<file path="config.mk">
export PLATFORM = sky130hd
export DESIGN_NAME = output_scheduler
export DESIGN_NICKNAME = d
export VERILOG_FILES = /design/src/rtl/sched_pkg.sv /design/src/rtl/rr_pick.sv /design/src/rtl/output_scheduler.sv
export SDC_FILE = /design/constraint.sdc
export NUM_CORES = 1
export LEC_CHECK = 0
export ABC_AREA = 0
export CORE_UTILIZATION = 40
export DETAILED_ROUTE_END_ITERATION = 12
export DONT_BUFFER_PORTS = 1
export HOLD_SLACK_MARGIN = 0.02
export MAX_ROUTING_LAYER = met4
export SETUP_SLACK_MARGIN = 0.2
export SLEW_MARGIN = 20
export SYNTH_ARGS = -nofsm -noshare
export SYNTH_HDL_FRONTEND = slang
export SYNTH_SLANG_ARGS = --single-unit
export TNS_END_PERCENT = 20
</file>
<file path="constraint.sdc">
create_clock -name clk_i -period 4.9 [get_ports clk_i]
set_input_delay 0.49 -clock clk_i [delete_from_list [all_inputs] [get_ports clk_i]]
set_output_delay 0.49 -clock clk_i [all_outputs]
set_load 0.05 [all_outputs]
</file>
<file path="src/rtl/sched_pkg.sv">
// rtl/sched_pkg.sv - shared state type and default limits for the output scheduler
package sched_pkg;

    typedef enum logic [1:0] {
        ST_IDLE  = 2'd0,
        ST_GRANT = 2'd1,
        ST_ABORT = 2'd2
    } state_t;

    localparam int DEF_MAXLEN = 1522;
    localparam int DEF_CNT_W  = 16;

endpackage

</file>
<file path="src/rtl/rr_pick.sv">
// rtl/rr_pick.sv - round-robin picker: first requesting port at or after ptr, with wrap
module rr_pick #(
    parameter int P_WIDTH = 3
) (
    input  logic [P_WIDTH-1:0]         req,
    input  logic [$clog2(P_WIDTH)-1:0] ptr,
    output logic [P_WIDTH-1:0]         onehot,
    output logic [$clog2(P_WIDTH)-1:0] idx
);

    localparam int SEL_W = $clog2(P_WIDTH);

    logic             found;
    logic [SEL_W-1:0] pos;

    always_comb begin
        onehot = '0;
        idx    = '0;
        found  = 1'b0;
        pos    = '0;
        for (int k = 0; k < P_WIDTH; k++) begin
            pos = SEL_W'((int'(ptr) + k) % P_WIDTH);
            if (!found && req[pos]) begin
                found       = 1'b1;
                onehot[pos] = 1'b1;
                idx         = pos;
            end
        end
    end

endmodule

</file>
<file path="src/rtl/output_scheduler.sv">
// rtl/output_scheduler.sv - frame-level round-robin scheduler for one output port
module output_scheduler
    import sched_pkg::*;
#(
    parameter int P_WIDTH  = 3,
    parameter int P_MAXLEN = DEF_MAXLEN,
    parameter int P_CNT_W  = DEF_CNT_W
) (
    input  logic                       clk_i,
    input  logic                       rst_i,
    input  logic [P_WIDTH-1:0]         req_i,
    input  logic [P_WIDTH-1:0]         valid_i,
    input  logic [P_WIDTH-1:0]         last_i,
    input  logic                       ready_i,
    output logic [P_WIDTH-1:0]         grant_o,
    output logic [$clog2(P_WIDTH)-1:0] sel_o,
    output logic                       xfer_o,
    output logic                       busy_o,
    output logic                       abort_o,
    output logic [P_CNT_W-1:0]         frames_o
);

    localparam int                SEL_W     = $clog2(P_WIDTH);
    localparam int                BEAT_W    = $clog2(P_MAXLEN + 1);
    localparam logic [BEAT_W-1:0] LAST_BEAT = BEAT_W'(P_MAXLEN - 1);
    localparam logic [SEL_W-1:0]  TOP_PORT  = SEL_W'(P_WIDTH - 1);

    state_t             state;
    logic [SEL_W-1:0]   ptr;
    logic [SEL_W-1:0]   next_ptr;
    logic [SEL_W-1:0]   pick_idx;
    logic [P_WIDTH-1:0] pick_onehot;
    logic [BEAT_W-1:0]  beat_cnt;
    logic               sel_last;
    logic               sel_req;
    logic               watchdog;

    rr_pick #(
        .P_WIDTH (P_WIDTH)
    ) u_pick (
        .req    (req_i),
        .ptr    (ptr),
        .onehot (pick_onehot),
        .idx    (pick_idx)
    );

    assign xfer_o   = valid_i[sel_o] & ready_i & busy_o;
    assign sel_last = last_i[sel_o];
    assign sel_req  = req_i[sel_o];
    assign watchdog = xfer_o && (beat_cnt == LAST_BEAT);
    assign next_ptr = (sel_o == TOP_PORT) ? '0 : sel_o + SEL_W'(1);

    always_ff @(posedge clk_i or posedge rst_i) begin
        if (rst_i) begin
            state    <= ST_IDLE;
            grant_o  <= '0;
            sel_o    <= '0;
            busy_o   <= 1'b0;
            abort_o  <= 1'b0;
            frames_o <= '0;
            beat_cnt <= '0;
            ptr      <= '0;
        end else begin
            abort_o <= 1'b0;
            case (state)
                ST_IDLE: begin
                    if (|req_i) begin
                        state    <= ST_GRANT;
                        grant_o  <= pick_onehot;
                        sel_o    <= pick_idx;
                        busy_o   <= 1'b1;
                        beat_cnt <= '0;
                    end
                end
                ST_GRANT: begin
                    // A last beat completes the frame even if the watchdog or a dropped request coincide
                    if (xfer_o && sel_last) begin
                        state    <= ST_IDLE;
                        grant_o  <= '0;
                        busy_o   <= 1'b0;
                        ptr      <= next_ptr;
                        frames_o <= frames_o + P_CNT_W'(1);
                    end else if (watchdog || !sel_req) begin
                        state   <= ST_ABORT;
                        grant_o <= '0;
                        busy_o  <= 1'b0;
                        abort_o <= 1'b1;
                        ptr     <= next_ptr;
                    end else if (xfer_o) begin
                        beat_cnt <= beat_cnt + BEAT_W'(1);
                    end
                end
                ST_ABORT: begin
                    state <= ST_IDLE;
                end
                default: begin
                    state <= ST_IDLE;
                end
            endcase
        end
    end

endmodule

</file>
==> flow_summary_export.csv, run 1 <==
group,metric,value,unit
outcome,status,"finished clean",
sta,min_period,2.83,ns
global_routing,overflow,0,
synthesis,synth_area_leaders,"dfrtp_1 42%, xnor2_1 4.6%, ha_1 3.8%",
clock_network,cts.htree.levels,2,
global_routing,antenna_found_initial,0,
power,power_frac_comb,35.9,%
sta,fin_worst_skew,0.00956,ns
power,p_switching,0.000599,W
synthesis,synth_edf_count,0,
clock_network,cts_resized,0,
synthesis,synth_top_cell_by_area,"dfrtp_1",
floorplanning,core,0.00551,mm2
sta,slew_headroom,50.8,%
floorplanning,num_rows,27,
synthesis,yosysMostFrequentCell,"dfrtp_1",
flow_run,drv_cap,0,
floorplanning,die-height,77.6,um
global_routing,grt.total_usage,16.7,%
sta,max_freq,354,MHz
synthesis,async_reset_ff_share,100,%
sta,finalSetupViolCount,0,
clock_network,cts_sinks,38,
power,seq_power_share,40.5,%
placement,gp_congestion,0.776,
clock_network,clk_path_buf_depth,2,
layout,fin_nets,233,
routing,wl_per_cell,15.8,um
power,leakage,1.05,nW
routing,route.detailed.drc,0,
synthesis,yosysSeqAreaShare,41.6,%
power,switching_share,43.7,%
power,intPower,0.000771,W
routing,ant_nets,0,
placement,dpl.cell_count,279,
sta,worst_pin_slew,0.739,ns
power,ir_drop,0.000335,V
setup_path,end_kind,"flip-flop",
synthesis,syn_nets,236,
placement,dp_hpwl,3180,um
worst_hold_path,holdCritPathClass,"in -> async",
clock_network,root_buffer,"clkbuf_8",
synthesis,ys_types,57,
global_routing,grt_pass1_wl,7690,um
setup_path,crit_required,5.09,ns
routing,dr.pass1.iters,4,
synthesis,netlist.area_leader.share,41.6,%
floorplanning,fp.dieArea,0.00602,mm2
global_routing,grt_max_degree,39,
setup_path,worstReg2RegStart,"sel_o[0]",
clock_network,cts_hold_buffers,0,
layout,fin_util,44.2,%
sta,finalMaxSlewViolations,0,
clock_network,clock_latency,0.30,ns
synthesis,ys.warnings.count,0,
routing,avgViaCountPerCell,5.70,
sta,hold_viol,0,
setup_path,worstSetupPathType,"reg -> reg",
setup_path,critical_path.max_fanout,11,
sta,fin_setup_tns,0,ns
clock_network,cts_tree,"done",
synthesis,synth_commonest_cells,"38 x dfrtp_1, 12 x xnor2_1, 11 x o21ai_0",
clock_network,post_cts_buffers,0,
sta,fin_crit_sh,57.7,%
power,p_per_area,563,mW/mm2
routing,routed_wl,4530,um
global_routing,grt_pass1_vias,1588,
setup_path,critPathLaunchType,"flip-flop",
layout,area_delta_synth_final,6.52,%
floorplanning,start_util,41.5,%
placement,port-buffer-count,0,
setup_path,cp-startpoint,"sel_o[0]",
floorplanning,die_w,77.6,um
layout,drive_above_1_share,16.7,%
layout,finalNonFillerCells,287,
synthesis,synthFlopType,"dfrtp_1",
routing,dr.first_iter.drc_count,109,
clock_network,numCtsBuffers,5,
setup_path,cp.arrival,3.02,ns
synthesis,syn_inst,217,
floorplanning,num_io_pins,36,
synthesis,syn-mean-instance-area,10.5,um2
layout,antenna_cells,0,
routing,vias,1637,
clock_network,path_clk_slew,0.08,ns
synthesis,ys_ff_latch,38,
sta,grt_setup_unrepaired,"no",
power,power_frac_clock,23.6,%
synthesis,syn-cell-area,0.00228,mm2
==> path summary, 6_finish.rpt <==
path,end,slack [ns],cells past startpoint
max in group asynchronous,frames_o[0],4.34,2
min,busy_o,0.20,2
min reg2reg,beat_cnt[10],0.53,1
min in group clk_i,sel_o[0],0.45,2
max reg2reg,beat_cnt[1],2.07,5
max,beat_cnt[1],2.07,5
==> routing by layer <==
metal	vias to the layer above	part of all wire [%]	routed length (um)	track usage, %
li1	794	-	-	-
met1	792	49	2210	22.0
met2	43	45	2030	24.2
met3	8	4.6	206	4.59
met4	0	1.7	76	6.60
met5	-	0	0	-
==> flip-flops by register name, indices dropped and copies added, names as in the netlist <==
signal	flops
frames_o	16
beat_cnt	11
grant_o	3
ptr	2
sel_o	2
state	2
abort_o	1
busy_o	1
==> stage by stage <==
step                area [um2]  total power, W  hold slack [ns]  setup slack (ns)
floorplan                 2280        0.000989            0.492              2.49
finish                    2430         0.00137            0.200              2.07
CTS                       2430         0.00138            0.212              2.06
global placement          2300         0.00105            0.526              2.12
detailed placement        2300         0.00105            0.520              2.06
global route              2430         0.00145            0.229              1.86
==> final cells by class <==
| cell class | instances | area, um2 |
|---|---|---|
| sequential | 38 | 951 |
| clock buffer | 5 | 68.8 |
| tap | 72 | 90.1 |
| clock inverter | 3 | 68.8 |
| multi-input combinational | 159 | 1210 |
| timing repair buffer | 1 | 7.51 |
| fill | 508 | 3070 |
| inverter | 9 | 38.8 |
==> cells by family (layout without fill, tap and decap cells) <==
group           count (synthesis)  after routing  synth area share, %
simple gates                   76             76                 20.9
compound gates                 51             51                 18.0
flops                          38             38                 41.6
buf+inv                        20             18                 5.48
xor+xnor                       15             15                 5.75
mux                            10             10                 4.49
fa+ha+maj                       7              7                 3.83
==> worst max-delay path: stages (launching register included) <==
cell and delay [ns]:
dfrtp_1 0.81, mux2i_1 0.17, o32a_1 0.55, nor3_2 0.55, or3_4 0.31, mux2_2 0.34
==> power groups by stage <==
stage	clock network, W	logic (W)	registers, W
6_report	0.000324	0.000491	0.000555
5_1_grt	0.000343	0.000546	0.000563
4_1_cts	0.000329	0.000493	0.000556
3_5_place_dp	0	0.000488	0.000562
3_3_place_gp	0	0.000487	0.000560
2_1_floorplan	0	0.000458	0.000530
==> placed cells by master (no fill, tap or decap), types with 5 or more instances in the layout <==
cell,n
dfrtp_1,38
xnor2_1,12
o21ai_0,11
nand3_1,10
nand4_1,9
nand2_1,9
mux2i_1,8
inv_1,8
nor2_1,8
and3_1,8
nor3_1,7
a21oi_1,7
o22a_2,7
ha_1,7
clkbuf_8,5
(Power assumes the default switching activity.)
==> inputs of run 2 (changes only) <==
Clock period 4.9 ns to 2.8 ns, I/O delays scaled along.
==> flow_summary_export.csv, run 2 (synthesis gave the netlist of run 1 again) <==
group,metric,value,unit
layout,final_common_cell,"dfrtp_1",
layout,drive_above_1_share,20.8,%
layout,final_cell_mix,"38 x dfrtp_1, 12 x xnor2_1, 12 x buf_4",
routing,route.detailed.drc,0,
routing,wl_per_cell,15.4,um
setup_path,worstReg2RegStart,"sel_o[0]",
clock_network,cts_sinks,38,
power,p_per_area,946,mW/mm2
setup_path,path_depth,6,
clock_network,numCtsBuffers,5,
global_routing,met1_usage,21.7,%
clock_network,clock_latency,0.29,ns
clock_network,root_buffer,"clkbuf_8",
global_routing,antenna_found_initial,0,
global_routing,overflow,0,
sta,hold_viol,0,
outcome,status,"finished clean",
power,finalPower,0.00237,W
clock_network,clk_path_buf_depth,2,
floorplanning,die-height,77.6,um
routing,dr.pass1.iters,4,
setup_path,worstReg2RegEnd,"beat_cnt[1]",
floorplanning,die_w,77.6,um
layout,area_delta_synth_final,9.53,%
routing,vias,1687,
placement,gp_congestion,0.792,
floorplanning,num_rows,27,
clock_network,cts_tree,"done",
setup_path,worstSetupPathType,"reg -> reg",
placement,dp_hpwl,3300,um
global_routing,grt_pass1_vias,1555,
setup_path,crit_required,2.97,ns
layout,regMostFlops,"frames_o",
flow_run,drv_cap,0,
clock_network,post_cts_buffers,0,
clock_network,cts.htree.levels,2,
clock_network,path_clk_slew,0.07,ns
setup_path,r2r_slack,0.51,ns
sta,fin_crit_sh,81.9,%
setup_path,crit_family,"compound AO/OA/AOI/OAI gates",
floorplanning,start_util,41.5,%
global_routing,met2_usage,24.6,%
setup_path,path_buf_inv,1,
floorplanning,fp.dieArea,0.00602,mm2
global_routing,grt.busiest_layer,"met2",
setup_path,crit_chain,"mux2i_1, o32a_2, clkinv_4, a21oi_2, or3_4, mux2_2",
layout,top_regs,"frames_o (16), beat_cnt (11), grant_o (3)",
routing,avgViaCountPerCell,5.66,
worst_hold_path,min-delay-start,"req_i[1]",
sta,worst_pin_slew,0.584,ns
setup_path,critPathLaunchType,"flip-flop",
global_routing,grt_max_degree,39,
power,ir_drop,0.000424,V
layout,largest_reg_flops,16,
global_routing,use_met3,4.82,%
setup_path,end_kind,"flip-flop",
setup_path,r2r_cells,6,
sta,slew_headroom,61.1,%
setup_path,max_stage_delay,0.54,ns
worst_hold_path,holdCritPathClass,"in -> reg",
sta,min_period,2.29,ns
layout,antenna_cells,0,
sta,finalMaxSlewViolations,0,
global_routing,grt_pass1_wl,7570,um
routing,routed_wl,4600,um
sta,fin_setup_tns,0,ns
placement,port-buffer-count,0,
routing,dr.first_iter.drc_count,83,
sta,finalSetupViolCount,0,
setup_path,cp-startpoint,"sel_o[0]",
setup_path,critical_path.max_fanout,11,
setup_path,cpMaxStageDelayCell,"dfrtp_1",
power,leakage,1.11,nW
sta,max_freq,436,MHz
floorplanning,core,0.00551,mm2
routing,ant_nets,0,
setup_path,cp.arrival,2.47,ns
global_routing,grt.total_usage,16.6,%
floorplanning,num_io_pins,36,
sta,fin_worst_skew,0.00961,ns
setup_path,endpoint,"beat_cnt[1]",
sta,grt_setup_unrepaired,"no",
layout,fin_nets,245,
run 2: cell count changes in the layout (fill, tap and decap cells not counted):
cell / change
buf_4: +11
bufinv_16: -1
clkbuf_8: +1
clkinv_4: -1
dlygate4sd3_1: +1
o32a_1: -1
o32a_2: +1
run 2: what timing repair did:
item                       in CTS  in global routing
setup endpoints to repair       0                  1
hold endpoints to repair       37                  0
hold buffers                    1                  0
resized for setup               0                  1
run 2: how the worst min path moves through the flow:
stage                 end  cells past startpoint
5_1_grt          sel_o[0]                      2
4_1_cts          sel_o[0]                      2
2_1_floorplan     abort_o                      1
6_report         sel_o[0]                      2
3_5_place_dp   grant_o[1]                      2
3_3_place_gp   grant_o[0]                      2
run 2: routing by layer:
metal / up-vias / part of all wire (%)
li1: 818 / -
met1: 821 / 47
met4: 0 / 0.98
met5: - / 0
met3: 5 / 5.6
met2: 43 / 47
run 2: report_power, final:
part / internal [W] / switching (W) / total (W)
Combinational: 0.000401 / 0.000613 / 0.00101
Clock: 0.000285 / 0.000186 / 0.000471
Sequential: 0.000644 / 0.000239 / 0.000884
Total: 0.00133 / 0.00104 / 0.00237
run 2: per-stage QoR:
stage	hold slack, ns	setup slack (ns)	util [%]	area [um2]	cells
after detailed placement	0.322	0.285	43.2	2380	290
after floorplan	0.472	0.392	-	2280	217
after CTS	0.252	0.295	45.4	2500	298
after global routing	0.274	0.416	45.4	2500	298
after global placement	0.325	0.399	43.2	2380	290
final	0.260	0.506	45.4	2500	298
run 2: cell type report:
class | count | area, um2
clock buffer | 6 | 82.6
inverter | 9 | 38.8
multi-input combinational | 159 | 1210
tap | 72 | 90.1
clock inverter | 1 | 30.0
fill | 515 | 3000
sequential | 38 | 951
timing repair buffer | 13 | 100
==> inputs of run 3 (changes only) <==
Clock period 2.8 ns to 2.2 ns, I/O delays scaled along.
==> flow_summary_export.csv, run 3 (synthesis gave the netlist of run 1 again) <==
group,metric,value,unit
outcome,status,"finished clean",
routing,ant_nets,0,
power,finalPower,0.00350,W
layout,final_cell_mix,"35 x dfrtp_1, 32 x buf_4, 12 x xnor2_1",
floorplanning,num_io_pins,36,
placement,dp_hpwl,3480,um
layout,final_common_cell,"dfrtp_1",
layout,area_delta_synth_final,24.0,%
layout,fin_area,0.00283,mm2
sta,max_freq,503,MHz
setup_path,critical_path.max_fanout,6,
clock_network,clock_latency,0.29,ns
worst_hold_path,holdCritPathClass,"in -> reg",
global_routing,grt_pass1_wl,8630,um
layout,drive_above_1_share,31.6,%
sta,min_period,1.99,ns
clock_network,root_buffer,"clkbuf_8",
sta,grt_setup_unrepaired,"yes",
layout,regMostFlops,"frames_o",
flow_run,drv_cap,0,
layout,top_regs,"frames_o (16), beat_cnt (11), grant_o (3)",
floorplanning,core,0.00551,mm2
sta,slew_headroom,64.6,%
setup_path,cp.arrival,2.16,ns
global_routing,overflow,0,
routing,dr.first_iter.drc_count,119,
placement,placed_area,0.00256,mm2
sta,hold_viol,0,
floorplanning,num_rows,27,
setup_path,end_kind,"flip-flop",
routing,route.detailed.drc,0,
placement,port-buffer-count,0,
setup_path,max_stage_delay,0.45,ns
global_routing,grt_pass1_vias,1849,
sta,fin_setup_tns,0,ns
placement,gp_congestion,0.862,
clock_network,cts.htree.levels,2,
floorplanning,fp.dieArea,0.00602,mm2
layout,fin_util,51.4,%
sta,finalMaxSlewViolations,0,
clock_network,cts_tree,"done",
setup_path,crit_required,2.37,ns
setup_path,worstSetupPathType,"reg -> reg",
global_routing,grt.total_usage,18.7,%
clock_network,numCtsBuffers,5,
setup_path,critPathLaunchType,"flip-flop",
clock_network,clk_path_buf_depth,2,
routing,dr.pass1.iters,4,
sta,fin_crit_sh,90.5,%
routing,vias,1799,
routing,routed_wl,4930,um
sta,worst_pin_slew,0.531,ns
floorplanning,start_util,41.5,%
sta,fin_worst_skew,0.0137,ns
global_routing,grt_max_degree,39,
setup_path,crit_chain,"buf_4, mux2i_1, o2bb2ai_2, o32ai_4, or3_4, buf_12, o22a_2",
global_routing,antenna_found_initial,0,
layout,largest_reg_flops,16,
power,p_per_area,1240,mW/mm2
power,ir_drop,0.000529,V
layout,fin_nets,271,
floorplanning,die_w,77.6,um
clock_network,cts_sinks,38,
setup_path,cpMaxStageDelayCell,"dfrtp_2",
routing,wl_per_cell,15.2,um
layout,antenna_cells,0,
power,leakage,1.28,nW
floorplanning,die-height,77.6,um
sta,finalSetupViolCount,0,
routing,avgViaCountPerCell,5.54,
clock_network,path_clk_slew,0.08,ns
==> run 3: cell types whose count changed in the layout (fill, tap and decap cells not counted), moves of 3 or more <==
cell,before,now
dfrtp_1,38,35
buf_6,0,5
buf_4,12,32
dfrtp_2,0,3
==> run 3: repair_timing <==
item                                   CTS  global route
pin swaps                                2             4
hold buffers                             1             0
setup endpoints to repair               23            28
setup buffers                            8             2
endpoints found under the hold margin   38             0
resized for setup                        1             7
==> run 3: path summary, 6_finish.rpt <==
check / start / end / slack (ns) / depth (start not counted)
setup / recovery: sel_o[0] / beat_cnt[5] / 0.21 / 7
hold / removal: req_i[1] / sel_o[0] / 0.16 / 2
setup reg to reg: sel_o[0] / beat_cnt[5] / 0.21 / 7
hold reg to reg: busy_o / busy_o / 0.52 / 1
max in group asynchronous: rst_i / sel_o[0] / 1.36 / 3
min in group asynchronous: rst_i / grant_o[2] / 0.48 / 3
==> run 3: final cells by class <==
class,count,area (um2)
Fill cell,508,2670
Inverter,9,46.3
Clock inverter,3,68.8
Tap cell,72,90.1
Sequential cell,38,955
Multi-Input combinational cell,159,1280
Timing Repair Buffer,39,327
Clock buffer,5,68.8
==> run 3: worst max-delay path, delay by kind of cell, from the launching register on <==
| kind | cells | cell delay [ns] |
|---|---|---|
| and+or+nand+nor | 1 | 0.44 |
| buffers and inverters | 2 | 0.29 |
| AOI/OAI and AO/OA | 3 | 0.57 |
| muxes | 1 | 0.12 |
| DFF | 1 | 0.45 |
==> run 3: metal layers <==
metal,up-vias,part of all wire [%],track usage (%)
met5,-,0,-
met4,0,0.85,4.53
met3,5,4.5,4.71
met2,35,49,29.8
met1,889,46,23.7
li1,870,-,-
==> run 3: through the flow <==
stage / worst slack (ns) / hold WS, ns / std cells
after global placement: 0.124 / 0.263 / 306
after detailed placement: 0.0424 / 0.272 / 306
after CTS: 0.145 / 0.148 / 323
after floorplan: 0.0412 / 0.412 / 217
after global routing: 0.0927 / 0.160 / 325
final: 0.210 / 0.162 / 325
==> run 3: power breakdown <==
part / total [W] / switching (W) / internal [W]
Clock: 0.000713 / 0.000258 / 0.000454
Combinational: 0.00174 / 0.000967 / 0.000772
Sequential: 0.00105 / 0.000221 / 0.000827
